<file path="config.mk">
export PLATFORM = sky130hd
export DESIGN_NAME = seqgen
export DESIGN_NICKNAME = d
export VERILOG_FILES = /design/src/rtl/seqgen_pkg.sv /design/src/rtl/seq_piso.sv /design/src/rtl/seqgen.sv
export SDC_FILE = /design/constraint.sdc
export NUM_CORES = 1
export LEC_CHECK = 0
export ABC_AREA = 1
export CAP_MARGIN = 0
export CORE_MARGIN = 2
export CORE_UTILIZATION = 45
export CTS_CLUSTER_SIZE = 14
export DETAILED_ROUTE_END_ITERATION = 6
export PLACE_DENSITY = 0.77
export SLEW_MARGIN = 20
export SYNTH_ARGS = -nofsm -noshare
export SYNTH_HDL_FRONTEND = slang
export SYNTH_HIERARCHICAL = 1
export SYNTH_SLANG_ARGS = --single-unit
</file>
<file path="constraint.sdc">
create_clock -name clk -period 2.1 [get_ports clk]
set_input_delay 0.315 -clock clk [delete_from_list [all_inputs] [get_ports clk]]
set_output_delay 0.315 -clock clk [all_outputs]
set_load 0.005 [all_outputs]
</file>
<file path="src/rtl/seqgen_pkg.sv">
// seqgen_pkg: shared types and default framing constants for the serial
// frame generator (seqgen) and the sequence detector bench.
package seqgen_pkg;

  typedef enum logic [2:0] {
    ST_IDLE = 3'd0,
    ST_SYNC = 3'd1,
    ST_DATA = 3'd2,
    ST_PAR  = 3'd3,
    ST_GAP  = 3'd4
  } seq_state_e;

  localparam int         SEQGEN_SYNC_LEN = 5;
  localparam logic [4:0] SEQGEN_SYNC_PAT = 5'b10010;
  localparam int         SEQGEN_DATA_W   = 8;
  localparam int         SEQGEN_GAP_LEN  = 2;

  function automatic int max3(input int a, input int b, input int c);
    int m;
    m = (a > b) ? a : b;
    return (m > c) ? m : c;
  endfunction

endpackage

</file>
<file path="src/rtl/seq_piso.sv">
// seq_piso: loadable MSB-first parallel-in serial-out register.
// The serial output is the register MSB itself, so it is a flop output.
module seq_piso #(
  parameter int W = 13
) (
  input  logic         clk,
  input  logic         rst,
  input  logic         i_load,
  input  logic         i_shift,
  input  logic [W-1:0] i_pdata,
  input  logic         i_sin,
  output logic         o_sout
);

  logic [W-1:0] r_sr;

  // load has priority over shift; shift moves toward the MSB
  always_ff @(posedge clk or negedge rst) begin
    if (!rst)         r_sr <= '0;
    else if (i_load)  r_sr <= i_pdata;
    else if (i_shift) r_sr <= {r_sr[W-2:0], i_sin};
  end

  assign o_sout = r_sr[W-1];

endmodule

</file>
<file path="src/rtl/seqgen.sv">
// seqgen: serial frame generator. Frame = sync pattern, data MSB first,
// optional even-parity bit, then GAP_LEN idle zeros.
// Optional feature: define SEQGEN_PARITY_EN to append the parity bit.
//
// Sync and data are loaded together into one PISO at acceptance and
// shifted out with zero fill, so the line naturally returns to 0 once the
// payload is gone. With parity, the parity bit is injected on the first
// shift so it arrives at the MSB exactly one cycle after the data LSB.
module seqgen
  import seqgen_pkg::*;
#(
  parameter int                  SYNC_LEN = SEQGEN_SYNC_LEN,
  parameter logic [SYNC_LEN-1:0] SYNC_PAT = SYNC_LEN'(SEQGEN_SYNC_PAT),
  parameter int                  DATA_W   = SEQGEN_DATA_W,
  parameter int                  GAP_LEN  = SEQGEN_GAP_LEN
) (
  input  logic              clk,
  input  logic              rst,
  input  logic [DATA_W-1:0] din,
  input  logic              din_valid,
  output logic              din_ready,
  output logic              x,
  output logic              x_en,
  output logic              busy,
  output logic              frame_done
);

  localparam int FRM_W = SYNC_LEN + DATA_W;
  localparam int CNT_W = $clog2(max3(SYNC_LEN, DATA_W, GAP_LEN) + 1);
  localparam seq_state_e GAP_OR_IDLE = (GAP_LEN == 0) ? ST_IDLE : ST_GAP;

  seq_state_e       r_state, w_nxt;
  logic [CNT_W-1:0] r_cnt;
  logic             r_x_en, r_busy, r_frame_done;
  logic             w_accept, w_last, w_shift, w_sin;

  assign din_ready = (r_state == ST_IDLE);
  assign w_accept  = din_valid & din_ready;
  assign w_shift   = (r_state == ST_SYNC) || (r_state == ST_DATA) || (r_state == ST_PAR);

`ifdef SEQGEN_PARITY_EN
  logic r_par;

  // even parity of the word, captured alongside it
  always_ff @(posedge clk or negedge rst) begin
    if (!rst)          r_par <= 1'b0;
    else if (w_accept) r_par <= ^din;
  end

  assign w_sin = (r_state == ST_SYNC && r_cnt == '0) ? r_par : 1'b0;
`else
  assign w_sin = 1'b0;
`endif

  // last cycle of the current timed phase
  always_comb begin
    w_last = 1'b0;
    case (r_state)
      ST_SYNC: w_last = (32'(r_cnt) == 32'(SYNC_LEN - 1));
      ST_DATA: w_last = (32'(r_cnt) == 32'(DATA_W - 1));
      ST_GAP:  w_last = (32'(r_cnt) == 32'(GAP_LEN - 1));
      default: w_last = 1'b0;
    endcase
  end

  // next-state logic
  always_comb begin
    w_nxt = r_state;
    case (r_state)
      ST_IDLE: if (w_accept) w_nxt = ST_SYNC;
      ST_SYNC: if (w_last)   w_nxt = ST_DATA;
`ifdef SEQGEN_PARITY_EN
      ST_DATA: if (w_last)   w_nxt = ST_PAR;
`else
      ST_DATA: if (w_last)   w_nxt = GAP_OR_IDLE;
`endif
      ST_PAR:                w_nxt = GAP_OR_IDLE;
      ST_GAP:  if (w_last)   w_nxt = ST_IDLE;
      default:               w_nxt = ST_IDLE;
    endcase
  end

  // state, phase counter and registered status outputs
  always_ff @(posedge clk or negedge rst) begin
    if (!rst) begin
      r_state      <= ST_IDLE;
      r_cnt        <= '0;
      r_x_en       <= 1'b0;
      r_busy       <= 1'b0;
      r_frame_done <= 1'b0;
    end else begin
      r_state      <= w_nxt;
      if (w_nxt != r_state)      r_cnt <= '0;
      else if (r_state != ST_IDLE) r_cnt <= r_cnt + CNT_W'(1);
      r_x_en       <= (w_nxt == ST_SYNC) || (w_nxt == ST_DATA) || (w_nxt == ST_PAR);
      r_busy       <= (w_nxt != ST_IDLE);
      r_frame_done <= (r_state != ST_IDLE) && (w_nxt == ST_IDLE);
    end
  end

  seq_piso #(.W(FRM_W)) u_piso (
    .clk     (clk),
    .rst     (rst),
    .i_load  (w_accept),
    .i_shift (w_shift),
    .i_pdata ({SYNC_PAT, din}),
    .i_sin   (w_sin),
    .o_sout  (x)
  );

  assign x_en       = r_x_en;
  assign busy       = r_busy;
  assign frame_done = r_frame_done;

endmodule

</file>
; Word level (Yosys, flattened, before mapping)
; Index checks and enable logic that the tools add are counted.
[op_classes]
add_sub_neg = 1
mul = 0
n_div = 0
magnitude_cmp = 0
n_eq_ne = 11
shift = 0
muxes = 10
n_bitwise = 1
n_reduce_logical = 11
[ops]
columns = cell, n
row1 = 2-to-1 mux 13 bit, 2
row2 = case mux 3 bit (5 select lines), 1
row3 = equality test 3 x 2 -> 1 bit (second input constant), 4
row4 = 2-to-1 mux 3 bit, 4
row5 = equality test 4 x 3 -> 1 bit (second input constant), 2
row6 = 2-to-1 mux 4 bit, 2
row7 = equality test 3 x 1 -> 1 bit (second input constant), 2
row8 = zero test 3 bit, 2
row9 = nonzero test 3 bit, 2
row10 = adder 4 x 1 -> 4 bit (second input constant), 1
row11 = equality test 4 x 1 -> 1 bit (second input constant), 1
row12 = logical OR 1 bit, 4
row13 = nonzero test 2 bit, 2
row14 = equality test 3 bit (second input constant), 1
row15 = inequality test 3 bit, 1
row16 = case mux 1 bit (3 select lines), 1
row17 = AND 1 bit, 1
row18 = logical AND 1 bit, 1
[totals]
register_bits = 23
latch_bits = 0
ramBits = 0
mem_bits_ro = 0
input_bits = 11
output_inout_bits = 5
wordCells = 40
n_memories = 0

; Depth between registers and ports, before layout
; Gate-level depths: netlist of the first run.
[logic_depth]
depth_word = 7
depth_mapped = 11

; Cells and area by module
; The synthesis of the first run kept the hierarchy.
[by_module_without_submodules]
columns = mod, instances, cells_per_inst, area_each_um2, seq_area_each_um2
row1 = seqgen, 1, 73, 601.8, 250.2
row2 = seq_piso, 1, 71, 585.6, 325.3

; Worst setup path before layout of the first run
; OpenSTA, ideal clock, no wires.
[synth_timing]
kind = reg2reg
startpoint = register r_state[0]
endpoint = register u_piso.r_sr[1]
t_arrival_ns = 1.405
required_ns = 1.976
setup_slack_ns = 0.571
stages_incl_launch_ff = 10
n_path_buf = 1
synth_period_minus_slack_ns = 1.529
cell_sequence = dfrtp_1 -> nor2_4 -> inv_2 -> nor2_4 -> nand2_1 -> inv_1 -> inv_2 -> buf_2 -> nand3_1 -> nand3_1
[synth_between]
word_cells_on_any_way = 9
cone_classes = 3 x eq/ne / 1 x mux / 1 x bitwise / 4 x reduce/logical
[synth_lines]
columns = element, line
row1 = "start, declared", seqgen.sv:32  ; seq_state_e r_state, w_nxt;
row2 = "start signal, assigned", seqgen.sv:92  ; r_state <= w_nxt;
row3 = zero test 3 bit *, seqgen.sv:37  ; assign din_ready = (r_state == ST_IDLE);
row4 = named net din_ready, seqgen.sv:21  ; output logic din_ready,
row5 = AND 1 bit *, seqgen.sv:38  ; assign w_accept = din_valid & din_ready;
row6 = named net w_accept, seqgen.sv:35  ; logic w_accept, w_last, w_shift, w_sin;
row7 = 2-to-1 mux 13 bit / nonzero test 2 bit (equally long branches), n/a
row8 = "end signal, assigned", seq_piso.sv:20  ; else if (i_load) r_sr <= i_pdata;
row9 = "end signal, assigned", seq_piso.sv:21  ; else if (i_shift) r_sr <= {r_sr[W-2:0], i_sin};
row10 = "end, declared", seq_piso.sv:15  ; logic [W-1:0] r_sr;
; The timed path passes the listed nets; every way through them passes the cells marked *.
; A chain may end at the register's enable or synchronous reset.

; Worst setup path in the final report of the first run
[layout_timing]
startpoint = register r_state[0]
endpoint = output port din_ready
[layout_between]
elab_chain_cells = 1
[layout_rtl]
columns = element, line
row1 = zero test 3 bit, seqgen.sv:37
row2 = "end, declared", seqgen.sv:21
; No other way between the ends.

==> qor.yml, run 1 <==
crit_path_end_kind: "output port"
pre_cts_ws_ps: 270
vias: 970
yosysMostFrequentCell: "nand2_1"
cts_buffers: 3
grt_max_degree: 24
antenna_found_initial: 0
drv_cap: 0
synthTopCellsByArea: "dfrtp_1, nand2_1, nand3_1"
root_buffer: "clkbuf_4"
synth-main-ff-cell: "dfrtp_1"
clock_skew_ps: 0.835
yosysTopAreaCellShare_pct: 48.5
dieArea_sq_mm: 0.00307
slew_violations: 0
grt_pass1_vias: 901
yosysWarnings: 6
syn_area_sq_mm: 0.00119
power.total_mw: 2.22
final_cells: 199
synth_top_cell_by_area: "dfrtp_1"
die_y_microns: 55.4
wl_per_cell_microns: 10.9
start_util_pct: 47.5
num_io_pins: 16
grt_overflow: 0
syn_avg_cell_area_sq_um: 8.25
place_area_sq_mm: 0.00137
dp.cells: 190
fill_cells: 226
worstPathMaxFanout: 5
rows: 18
ff2ff_path_depth: 4
cts_hold_buf: 0
fin_hold_ws_ps: 357
startpoint_type: "flip-flop"
totalWireLength_microns: 2170
drc_errors: 0
ys_async_sr_fraction_pct: 100
slew_headroom_pct: 43.1
hold_class: "input pin to async pin"
timing.fmax_mhz: 500
ir_drop_v: 0.000911
rr_startpoint: "r_state[2]"
critPathRequiredTime_ps: 1780
cts.sinks: 23
fin_area_sq_mm: 0.00144
cts.clk_slew.worst_paths_ps: 120
grt_pass1_wl_microns: 3690
synthDistinctLibCells: 23
arrival_ps: 1680
antenna_cells: 0
hold_viol: 0
clk_latency_ps: 300
power_density_mw_per_mm2: 1550
first_iter_violations: 24
status: "finished, final reports clean"
final_antenna_net_count: 0
cts_max_level: 1
grt_use_total_pct: 14.9
synth_seq_area_share_pct: 48.5
finalSetupViolations: 0
crit_start: "r_state[0]"
syn_to_final_growth_pct: 21.1
synth-seq-cells: 23
drt_pass1_iterations: 4
period_minus_slack_ps: 2000
grt_setup_unrepaired: "false"
max_slew.worst_pin.slew_ps: 851
synth_commonest_cells: "nand2_1, nand3_1, dfrtp_1"
p_leak_nw: 0.710
final.period_utilization_pct: 95.2
clockBufferDepth: 2
path_class: "flip-flop to output port"
portBuffers: 15
cts_tree: "built"
final_util_pct: 57.5
synth_cells: 144
setup_tns_ps: 0
vias_per_cell: 4.87
core_sq_mm: 0.00250
hpwl_microns: 1570
die_w_microns: 55.4
gp_congestion: 0.873
synth_edf_count: 0
drive_gt1_share_pct: 16.6
setup_slack_ps: 101
nets: 182
cell usage in the layout (no fill, tap or decap), drive strengths merged:
cell            n
xnor2           2
o21ai           5
xor2            1
clkbuf          4
a21oi           1
dfrtp          23
conb            6
nand2          42
nand3          31
clkdlybuf4s50  15
nor3            2
inv            12
nor2           17
ha              1
buf             7
flip-flops by register name, summed over array words and instances, names as in the netlist:
name,flops
r_state,3
frame_done,1
busy,1
r_cnt,4
x_en,1
u_piso/r_sr,13
path summary, 6_finish.rpt:
path                                  end  slack (ps)
setup / recovery                din_ready         100
hold / removal                 r_state[2]         360
setup reg to reg           u_piso/r_sr[1]         260
hold reg to reg            u_piso/r_sr[6]         500
max in group asynchronous      r_state[1]        1510
min in group clk           u_piso/r_sr[6]         500
worst max-delay path, stage by stage (launching register included):
cell             delay (ps)
dfrtp_2                 460
nor2_4                  170
inv_2                    70
nor2_4                  160
clkdlybuf4s50_1         520
metal layers:
metal	GRT usage, %	vias up	share of wire [%]
met1	19.8	437	47
li1	-	502	-
met5	0	-	0
met3	5.15	2	5.5
met4	3.83	0	0.69
met2	23.1	29	47
kinds of logic (layout without fill, tap and decap cells):
group | after synthesis | in the layout | synth area share (%)
compound gates | 6 | 6 | 3.16
other cells | 2 | 6 | 0.632
buf+inv | 17 | 38 | 6.64
xor+xnor | 3 | 3 | 2.21
simple gates | 92 | 92 | 37.8
flops | 23 | 23 | 48.5
fa+ha+maj | 1 | 1 | 1.05
layout make-up:
class / count / area (sq um) / share of cell area (%)
clock buffer: 4 / 26.3 / 1.83
timing repair buffer: 22 / 203 / 14.1
multi-input combinational: 108 / 548 / 38.1
tap: 30 / 37.5 / 2.61
sequential: 23 / 578 / 40.2
inverter: 12 / 45.0 / 3.13
report_power, final:
group / total (mW) / internal (mW) / switching, mW
clock: 0.197 / 0.0740 / 0.123
sequential: 0.818 / 0.653 / 0.165
combinational: 1.21 / 0.511 / 0.696
total: 2.22 / 1.24 / 0.985
timing repair:
item / 4_1_cts / 5_1_grt
setup endpoints to repair: 0 / 1
buffers inserted: 0 / 5
hold endpoints to repair: 0 / 0
resized for setup: 0 / 2
Power figures use the tool's default switching activity.
==> run 2, diff against run 1 <==
Settings changed: SETUP_SLACK_MARGIN from default to 0.02.
==> results of run 2 <==
No change in the layout: final DEF, timing and power equal those of run 1.
Among the figures that moved: number of gates resized after CTS 0 -> 2
